$ cat src/rtl/ram_fifo_pkg.sv
// Shared definitions for the RAM-backed FIFO controller: default widths,
// RAM access direction codes and the read-sequencer state encoding.
package ram_fifo_pkg;

    localparam int DEF_DATA_W = 16;
    localparam int DEF_ADDR_W = 10;

    localparam logic RAM_WRITE = 1'b0;
    localparam logic RAM_READ  = 1'b1;

    typedef enum logic {
        S_IDLE    = 1'b0,
        S_RD_WAIT = 1'b1
    } state_t;

endpackage

$ cat src/rtl/ram_fifo_ctrl.sv
// FIFO controller in front of a single-port 1-cycle-latency RAM. Reads take
// priority on the port; the head word is held in a one-word output register.
module ram_fifo_ctrl
    import ram_fifo_pkg::*;
#(
    parameter int DATA_W = DEF_DATA_W,
    parameter int ADDR_W = DEF_ADDR_W
) (
    input  logic              clk,
    input  logic              reset,
    input  logic              wr_valid,
    input  logic [DATA_W-1:0] wr_data,
    output logic              wr_ready,
    output logic              rd_valid,
    output logic [DATA_W-1:0] rd_data,
    input  logic              rd_ready,
    output logic [ADDR_W:0]   count,
    output logic              full,
    output logic              empty,
    output logic [ADDR_W-1:0] ram_address,
    output logic [DATA_W-1:0] ram_data_in,
    output logic              ram_rw,
    input  logic [DATA_W-1:0] ram_data_out
);

    localparam logic [ADDR_W:0] DEPTH = {1'b1, {ADDR_W{1'b0}}};

    state_t              state_q, state_d;
    logic [ADDR_W-1:0]   wr_ptr_q, wr_ptr_d;
    logic [ADDR_W-1:0]   rd_ptr_q, rd_ptr_d;
    logic [ADDR_W:0]     mem_count_q, mem_count_d;
    logic                out_valid_q, out_valid_d;
    logic [DATA_W-1:0]   out_data_q, out_data_d;

    logic rd_issue;
    logic wr_accept;
    logic pop;
    logic full_w;
    logic wr_ready_w;

    always_comb begin
        full_w     = (mem_count_q == DEPTH);
        rd_issue   = (state_q == S_IDLE) && (mem_count_q != '0) &&
                     (!out_valid_q || rd_ready);
        wr_ready_w = !reset && !full_w && !rd_issue;
        wr_accept  = wr_valid && wr_ready_w;
        pop        = out_valid_q && rd_ready;
    end

    // One RAM access per cycle; the idle default is a harmless read so the
    // RAM is never written unless a push is actually accepted.
    always_comb begin
        ram_rw      = RAM_READ;
        ram_address = rd_ptr_q;
        ram_data_in = '0;
        if (rd_issue) begin
            ram_rw      = RAM_READ;
            ram_address = rd_ptr_q;
        end else if (wr_accept) begin
            ram_rw      = RAM_WRITE;
            ram_address = wr_ptr_q;
            ram_data_in = wr_data;
        end
    end

    always_comb begin
        state_d     = state_q;
        wr_ptr_d    = wr_ptr_q;
        rd_ptr_d    = rd_ptr_q;
        mem_count_d = mem_count_q;
        out_valid_d = out_valid_q;
        out_data_d  = out_data_q;

        // rd_issue and wr_accept are mutually exclusive, so the count moves by at most one.
        if (rd_issue) begin
            rd_ptr_d    = rd_ptr_q + ADDR_W'(1);
            mem_count_d = mem_count_q - (ADDR_W+1)'(1);
            state_d     = S_RD_WAIT;
        end else if (wr_accept) begin
            wr_ptr_d    = wr_ptr_q + ADDR_W'(1);
            mem_count_d = mem_count_q + (ADDR_W+1)'(1);
        end

        if (state_q == S_RD_WAIT) begin
            out_data_d  = ram_data_out;
            out_valid_d = 1'b1;
            state_d     = S_IDLE;
        end else if (pop) begin
            out_valid_d = 1'b0;
        end
    end

    always_ff @(posedge clk) begin
        if (reset) begin
            state_q     <= S_IDLE;
            wr_ptr_q    <= '0;
            rd_ptr_q    <= '0;
            mem_count_q <= '0;
            out_valid_q <= 1'b0;
            out_data_q  <= '0;
        end else begin
            state_q     <= state_d;
            wr_ptr_q    <= wr_ptr_d;
            rd_ptr_q    <= rd_ptr_d;
            mem_count_q <= mem_count_d;
            out_valid_q <= out_valid_d;
            out_data_q  <= out_data_d;
        end
    end

    assign wr_ready = wr_ready_w;
    assign rd_valid = out_valid_q;
    assign rd_data  = out_data_q;
    assign count    = mem_count_q;
    assign full     = full_w;
    assign empty    = (mem_count_q == '0) && !out_valid_q && (state_q == S_IDLE);

endmodule

$ cat config.mk
export PLATFORM = sky130hd
export DESIGN_NAME = ram_fifo_ctrl
export DESIGN_NICKNAME = d
export VERILOG_FILES = /design/src/rtl/ram_fifo_pkg.sv /design/src/rtl/ram_fifo_ctrl.sv
export SDC_FILE = /design/constraint.sdc
export NUM_CORES = 1
export LEC_CHECK = 0
export ABC_CLOCK_PERIOD_IN_PS = 3750
export CORE_UTILIZATION = 45
export DETAILED_ROUTE_END_ITERATION = 8
export PLACE_DENSITY = 0.84
export SLEW_MARGIN = 20
export SYNTH_ARGS = -nofsm -noshare
export SYNTH_HDL_FRONTEND = slang
export SYNTH_SLANG_ARGS = --single-unit
$ cat constraint.sdc
create_clock -name clk -period 3.75 [get_ports clk]
set_clock_uncertainty 0.15 [all_clocks]
set_input_delay 0.5625 -clock clk [delete_from_list [all_inputs] [get_ports clk]]
set_output_delay 0.5625 -clock clk [all_outputs]
set_load 0.05 [all_outputs]
### Yosys cells after proc, flatten, opt, wreduce, memory -nomap -nowiden

Index checks and enable logic that the tools add are counted.

| operators by class | value |
|---|---|
| shift-type cells | 0 |
| add/sub/neg operators | 4 |
| bitwise operators | 2 |
| mux-type cells | 11 |
| order comparisons | 0 |
| equal/unequal tests | 1 |
| multiply operators | 0 |
| reductions and logical operators | 19 |
| div/mod/pow operators | 0 |

Operators by type and width:

| cell | count |
|---|---|
| $mux W16 | 2 |
| $mux W11 | 2 |
| $add A10 B1 Y10 const B | 2 |
| $mux W10 | 2 |
| $add A11 B1 Y11 const B | 1 |
| $eq A11 B11 Y1 const B | 1 |
| $logic_not A11 Y1 | 1 |
| $reduce_bool A11 Y1 | 1 |
| $sub A11 B1 Y11 const B | 1 |
| $logic_and A1 B1 Y1 | 8 |
| $mux W1 | 5 |
| $logic_not A1 Y1 | 4 |
| $reduce_bool A2 Y1 | 2 |
| $not A1 Y1 | 2 |
| $reduce_and A2 Y1 | 1 |
| $reduce_or A2 Y1 | 1 |
| $logic_or A1 B1 Y1 | 1 |

| storage, ports and cells | value |
|---|---|
| input port bits | 36 |
| bits in latches | 0 |
| bits in writable memories | 0 |
| flip-flop bits (word level) | 49 |
| output and inout port bits | 58 |
| memories | 0 |
| word-level logic and storage cells | 43 |
| ROM bits | 0 |

### Longest topological paths before layout

Gate-level depths: netlist of the first run.

| logic depth | value |
|---|---|
| depth after elaboration | 8 |
| mapped depth | 11 |
| mapped depth without buffers | 10 |

### Worst setup path before layout of the first run

No wires, ideal clock.

| timing path | value |
|---|---|
| path type | register -> output |
| from | register mem_count_q[6] (netlist: count[6]) |
| to | output wr_ready |
| arrival time | 2.998 ns |
| data required time | 3.037 ns |
| cell stages (with the launch flop) | 5 |
| path buffers | 1 |
| slack | 0.040 ns |
| cell sequence | dfxtp_1 clkbuf_1 or4_4 nor3_1 nor3_1 |

| between the ends | value |
|---|---|
| elaborated cells between the ends (all ways) | 8 |
| those cells by class | eq/ne: 1; reduce/logical: 7 |

RTL lines:

| item | line | source |
|---|---|---|
| start: declaration | ram_fifo_ctrl.sv:31 | `logic [ADDR_W:0] mem_count_q, mem_count_d;` |
| start signal: assignment | ram_fifo_ctrl.sv:105 | `mem_count_q <= mem_count_d;` |
| $eq A11 B11 Y1 | ram_fifo_ctrl.sv:42 | `full_w = (mem_count_q == DEPTH);` |
| net full | ram_fifo_ctrl.sv:18 | `output logic full,` |
| $logic_not A1 Y1 | ram_fifo_ctrl.sv:45 | `wr_ready_w = !reset && !full_w && !rd_issue;` |
| $logic_and A1 B1 Y1 (2 in series) | ram_fifo_ctrl.sv:45 |  |
| end: declaration | ram_fifo_ctrl.sv:13 | `output logic wr_ready,` |

The timed path passes the listed nets, and every way through them passes these cells.

### Worst setup path after layout of the first run

| timing path | value |
|---|---|
| from | register mem_count_q[2] (netlist: count[2]) |
| to | output ram_address[2] |

| between the ends | value |
|---|---|
| cells in the longest elaborated chain, start to end | 8 |
| elaborated cells between the ends (all ways) | 11 |
| those cells by class | eq/ne: 1; mux: 2; reduce/logical: 8 |

RTL lines:

| item | line | source |
|---|---|---|
| $reduce_bool A11 Y1 | ram_fifo_ctrl.sv:43 | `rd_issue = (state_q == S_IDLE) && (mem_count_q != '0) &&` |
| $logic_and A1 B1 Y1 (2 in series) | ram_fifo_ctrl.sv:43 |  |
| $logic_not A1 Y1 | ram_fifo_ctrl.sv:45 |  |
| $logic_and A1 B1 Y1 | ram_fifo_ctrl.sv:45 |  |
| $logic_and A1 B1 Y1 | ram_fifo_ctrl.sv:46 | `wr_accept = wr_valid && wr_ready_w;` |
| $mux W10 | ram_fifo_ctrl.sv:59 | `end else if (wr_accept) begin` |
| $mux W10 * | ram_fifo_ctrl.sv:56 | `if (rd_issue) begin` |
| end: declaration | ram_fifo_ctrl.sv:20 | `output logic [ADDR_W-1:0] ram_address,` |

Mark *: on every way between the ends. The rest lies on a longest branch, timed or not.

==> results of run 1 <==
metal layers:
layer  share of wire  routed length, µm  up-vias
li1                -                  -     1289
met2            0.49               3380       81
met4           0.012                 85        0
met1            0.44               3000     1227
met3           0.062                424       10
met5               0                  0        -
metrics by stage:
stage	util	hold WS, ns	total power [mW]	instances	cell area (µm²)
3_3_place_gp	0.655	0.317	2.31	476	3650
2_1_floorplan	-	0.302	1.84	322	2620
5_1_grt	0.676	0.357	2.87	484	3770
4_1_cts	0.676	0.346	2.72	484	3770
6_report	0.676	0.349	2.72	484	3770
3_5_place_dp	0.655	0.331	2.33	476	3650
cell families (layout without fill, tap and decap cells):
family,count (synthesis),in the layout,synth area share
AO/OA/AOI/OAI,38,38,0.0997
XOR/XNOR,11,11,0.0367
adder cells (fa/ha/maj),3,3,0.0143
buffers and inverters,26,116,0.0424
flip-flops,49,49,0.374
multiplexers,28,28,0.112
AND/OR/NAND/NOR,167,167,0.321
where the power goes:
part / internal [mW] / switching, mW
clock: 0.218 / 0.176
sequential: 0.621 / 0.153
combinational: 0.613 / 0.940
total: 1.45 / 1.27
placed cells by master (no fill, tap or decap), types with 5 or more instances in the layout:
master / synthesis / final
clkdlybuf4s50_1: 0 / 64
dfxtp_1: 49 / 49
nor2_1: 47 / 47
nand2_1: 46 / 46
buf_4: 0 / 25
mux2i_1: 20 / 20
and2_1: 16 / 16
a21oi_1: 10 / 10
nor2b_1: 9 / 9
o21ai_0: 9 / 9
buf_12: 0 / 9
inv_1: 8 / 8
nor4_1: 8 / 8
nand3_1: 8 / 8
xnor2_1: 7 / 7
mux2_2: 7 / 7
nand4_1: 6 / 6
clkbuf_8: 0 / 6
nor3_1: 5 / 5
or3_1: 5 / 5
final cells by class:
cell class	count	area [µm²]	area share
multi-input combinational	247	1530	0.406
timing repair buffer	99	1010	0.269
sequential	49	981	0.260
tap	72	90.1	0.0239
clock buffer	7	86.3	0.0229
inverter	9	36.3	0.00963
clock inverter	1	30.0	0.00797
worst max-delay path: cells and delay by family, from the launching register on:
kind	cells	cell delay, ns
simple gates	3	0.85
flops	1	0.42
buf+inv	2	0.38
compound gates	2	0.78
sequential cells by signal, indices dropped and copies added (netlist names):
name      cells
count        11
rd_data      16
rd_ptr_q     10
rd_valid      1
state_q       1
wr_ptr_q     10
final timing paths:
kind,startpoint,to,slack (ns)
min,rd_data[8]$_SDFFE_PP0P_,rd_data[8]$_SDFFE_PP0P_,0.35
min reg2reg,rd_data[8]$_SDFFE_PP0P_,rd_data[8]$_SDFFE_PP0P_,0.35
max,count[2]$_SDFFE_PP0P_,ram_address[2],0.31
max reg2reg,count[2]$_SDFFE_PP0P_,count[8]$_SDFFE_PP0P_,0.60
==> run summary, run 1 <==
Sequential fraction of the synthesis area -> 0.374
Iteration count of the initial detailed-routing pass -> 4
H-tree levels -> 2
Resized Gates After CTS -> 0
Ys flop type -> dfxtp_1
Slew HR -> 0.623
Synth cell types -> 47
I/O pin count -> 94
Synth area leaders -> dfxtp_1, mux2i_1, nor2_1
Routability Congestion -> 0.883
Final net count -> 450
Via count -> 2,607
Post-CTS setup buffers -> 0
Hold Vio Cnt, Final -> 0
Antenna diodes -> 0
Power Dens Cells -> 722 nW/µm²
Die area -> 6140 µm²
Worst VDD drop -> 0.504 mV
Status -> finished, final reports clean
Largest net degree at the start of global routing -> 59
Grt ovf -> 0
Arrival time at the worst endpoint -> 2.73 ns
Post-Syn Area -> 2620 µm²
Period utilization -> 0.917
Critical path peak fanout -> 34
Die Ht -> 78.4 µm
Pleak -> 1.51 nW
Detailed placement HPWL -> 5010 µm
Cell taking the most area after synthesis -> dfxtp_1
CTS Buffer Depth -> 2
Setup TNS -> 0 ns
GR Layer Usage met3 -> 0.0512
Required @ worst endpoint -> 3.04 ns
Final setup viols -> 0
First-pass GRT wire length -> 11,300 µm
Asr flop ratio synth -> 0
Worst path slowest cell -> or4_4
Final WL -> 6890 µm
Setup WS pre-CTS -> 0.515 ns
Most Crowded Layer GR -> met2
Worst setup margin -> 0.310 ns
Filler Cells Inserted -> 483
Syn_area_per_cell -> 8.15 µm²
Cell Chain, Critical Path -> or4_4 > o41a_1 > o21a_4 > inv_4 > nand2_1 > nand2_1 > buf_12
Max incr delay on CP -> 0.64 ns
Startpoint Class -> flip-flop
Mapped Cells -> 322
Die Width -> 78.4 µm
Share of the synthesized area in the top cell type -> 0.374
Syn. warnings -> 0
Starting density of the core -> 0.471
Met1 usage in global routing -> 0.279
Core box area -> 5570 µm²
DR iter-0 viols -> 183
GRT Overall Usage -> 0.231
Syn Nets -> 361
Area delta synth->final -> 43.6%
Vias per cell -> 5.39
CTS clk-pin slew, worst paths -> 0.09 ns
Top-count cell post-synth -> dfxtp_1
Number of global-route vias before repair -> 2,507
Buffers added on ports -> 93
Final min period -> 3.44 ns
Num CTS Buffers -> 5
RSZ-0062 raised after global routing -> false
F_max -> 0.291 GHz
Worst hold path class -> flip-flop to flip-flop
Critical Setup Path Class -> flip-flop to output pin
Post-synth EDFFs -> 0
Worst-Margin Slew -> 0.565 ns
Yosys reg bits -> 49
Endpoint class of the critical path -> output pin
Skew-Pair Late Insertion Delay -> 0.30 ns
Post-route ant nets -> 0
Row Count -> 27
Clock sink total -> 49
Most Frequent Cell on Critical Path -> nand2_1
Share of cells above drive strength 1 -> 0.141
DRC viols -> 0
Max_cap viols -> 0
Post-CTS Hold Buffers -> 0
CTS tree -> built
Met2 Resource Use GR -> 0.403
R2r worst-path depth -> 9
Slew Limit Fails -> 0
Initial antenna violation count -> 0
WL/cell -> 14.2 µm
Hold Crit Depth -> 2
Commonest cells post-synth -> dfxtp_1, nor2_1, nand2_1
Clock root buffer master -> clkbuf_8
No activity file was read; power rests on OpenSTA's default activity.
==> inputs of run 2 (changes only) <==
--- a/config.mk
+++ b/config.mk
@@ -9,7 +9,6 @@
 export CORE_UTILIZATION = 45
 export DETAILED_ROUTE_END_ITERATION = 8
 export PLACE_DENSITY = 0.84
-export SLEW_MARGIN = 20
 export SYNTH_ARGS = -nofsm -noshare
 export SYNTH_HDL_FRONTEND = slang
 export SYNTH_SLANG_ARGS = --single-unit
==> results of run 2 <==
Final layout, timing and power as in run 1 (identical DEF).
==> inputs of run 3 (changes only) <==
--- a/config.mk
+++ b/config.mk
@@ -5,10 +5,10 @@
 export SDC_FILE = /design/constraint.sdc
 export NUM_CORES = 1
 export LEC_CHECK = 0
-export ABC_CLOCK_PERIOD_IN_PS = 3750
 export CORE_UTILIZATION = 45
 export DETAILED_ROUTE_END_ITERATION = 8
-export PLACE_DENSITY = 0.84
+export DONT_BUFFER_PORTS = 1
+export PLACE_DENSITY = 0.64
 export SYNTH_ARGS = -nofsm -noshare
 export SYNTH_HDL_FRONTEND = slang
 export SYNTH_SLANG_ARGS = --single-unit
==> run 3 against run 2 <==
  * Sequential share of layout area up 7.2 points
  * Total power fell by 9.9%
  * Utilization decreased by 15 points
  * Global-route usage decreased by 2.1 points
  * Critical path type unchanged
  * Critical endpoint is now ram_address[4]
==> run summary, run 3 (synthesis gave the netlist of run 1 again) <==
Status -> finished, final reports clean
Area delta synth->final -> 12.4%
Startpoint Class -> flip-flop
Detailed placement HPWL -> 4370 µm
Pleak -> 1.20 nW
Hold Crit Depth -> 1
Required @ worst endpoint -> 3.04 ns
RSZ-0062 raised after global routing -> false
Buffers added on ports -> 0
Final WL -> 6140 µm
Reg2reg end -> count[9]$_SDFFE_PP0P_
Critical Path End -> ram_address[4]
Int Pwr -> 1.20 mW
Antenna diodes -> 0
Reg-to-Reg Start -> rd_valid$_SDFFE_PP0P_
Final Non-Filler Cells -> 412
Metal3 WL -> 371 µm
Skew-Pair Late Insertion Delay -> 0.30 ns
WL/cell -> 14.9 µm
Core box area -> 5570 µm²
First-pass GRT wire length -> 10,300 µm
Filler Cells Inserted -> 555
Logic pwr share -> 0.504
Max reg flops -> 16
Final net count -> 378
CTS Buffer Depth -> 2
Sw frac -> 0.511
Hold Vio Cnt, Final -> 0
Largest net degree at the start of global routing -> 60
Most frequent cells in the layout -> dfxtp_1, nor2_1, nand2_1
Power Dens Cells -> 831 nW/µm²
Sequential Power Share -> 0.357
Switching power -> 1.25 mW
Die area -> 6140 µm²
R2R Setup Slk -> 0.75 ns
Final setup viols -> 0
Commonest non-fill, non-tap cell in the layout -> dfxtp_1
Grt ovf -> 0
CTS tree -> built
H-tree levels -> 2
Share of cells above drive strength 1 -> 0.156
Die Width -> 78.4 µm
Clk network pwr share -> 0.139
Clock root buffer master -> clkbuf_8
Post-CTS setup buffers -> 0
I/O pin count -> 94
Initial antenna violation count -> 0
F_max -> 0.284 GHz
GRT Overall Usage -> 0.210
Vias per cell -> 5.60
Worst Setup SP -> count[2]$_SDFFE_PP0P_
Critical Setup Path Class -> flip-flop to output pin
Endpoint class of the critical path -> output pin
Critical path peak fanout -> 34
Starting density of the core -> 0.471
Hold slack -> 0.162 ns
Clock sink total -> 49
Met1 wire length -> 2830 µm
Period utilization -> 0.940
R2r worst-path depth -> 7
DR iter-0 viols -> 116
Num CTS Buffers -> 5
Slew HR -> 0.593
CTS clk-pin slew, worst paths -> 0.10 ns
Placed Cells incl. Taps -> 404
Max_cap viols -> 0
Number of global-route vias before repair -> 2,205
Post-route ant nets -> 0
Setup TNS -> 0 ns
Arrival time at the worst endpoint -> 2.81 ns
Via count -> 2,307
Worst hold path class -> input port to flip-flop
Top sig layer -> met4
Worst-Margin Slew -> 0.610 ns
Iteration count of the initial detailed-routing pass -> 4
Routed wl met2 -> 2830 µm
Final min period -> 3.53 ns
Resized Gates After CTS -> 0
Worst VDD drop -> 0.423 mV
Post-CTS Hold Buffers -> 0
Die Ht -> 78.4 µm
DRC viols -> 0
Row Count -> 27
Slew Limit Fails -> 0
Routability Congestion -> 0.908
-- run 3: cell count changes in the layout (fill, tap and decap cells not counted), sizes merged --
cell           change
clkinv             +1
inv                +2
clkdlybuf4s50     -64
bufinv             -1
clkbuf             -2
buf                -8
-- run 3: worst min-delay path by stage --
stage / start / to
floorplan: wr_ptr_q[9]$_SDFFE_PP0P_ / wr_ptr_q[9]$_SDFFE_PP0P_
global placement: wr_ptr_q[9]$_SDFFE_PP0P_ / wr_ptr_q[9]$_SDFFE_PP0P_
detailed placement: wr_ptr_q[1]$_SDFFE_PP0P_ / wr_ptr_q[1]$_SDFFE_PP0P_
CTS: reset / rd_data[1]$_SDFFE_PP0P_
global route: reset / rd_data[12]$_SDFFE_PP0P_
finish: reset / rd_data[1]$_SDFFE_PP0P_
-- run 3: power groups by stage --
| stage | clock [mW] | sequential [mW] | combinational (mW) |
|---|---|---|---|
| floorplan | 0 | 0.976 | 0.868 |
| global placement | 0 | 0.883 | 1.21 |
| detailed placement | 0 | 0.885 | 1.23 |
| CTS | 0.351 | 0.874 | 1.23 |
| global route | 0.371 | 0.894 | 1.34 |
| finish | 0.340 | 0.875 | 1.24 |
-- run 3: layout make-up --
| cell class | instances | area (µm²) | share of cell area |
|---|---|---|---|
| multi-input cells | 247 | 1540 | 0.523 |
| flip-flops and latches | 49 | 981 | 0.333 |
| repair buffers | 27 | 203 | 0.0687 |
| well taps | 72 | 90.1 | 0.0305 |
| clock buffers | 5 | 68.8 | 0.0233 |
| inverters | 9 | 36.3 | 0.0123 |
| clock inverters | 3 | 28.8 | 0.00976 |
-- run 3: worst max-delay path: stages, from the launching register on --
cell	delay [ns]
dfxtp_1	0.42
or4_4	0.63
o41a_1	0.51
o21a_4	0.26
inv_4	0.31
nand2_1	0.10
nand2_1	0.08
buf_4	0.19
-- run 3: layer usage --
layer	GRT usage	vias to the layer above
met2	0.345	77
li1	-	1144
met3	0.0547	15
met4	0.0796	0
met5	0	-
met1	0.262	1071
-- run 3: stage by stage --
step,util,power [mW],cell area [µm²],setup WS [ns]
after global routing,0.529,2.60,2950,0.0830
after floorplan,-,1.84,2620,0.0397
final,0.529,2.45,2950,0.223
after global placement,0.512,2.10,2850,0.665
after CTS,0.529,2.46,2950,0.222
after detailed placement,0.512,2.11,2850,0.588
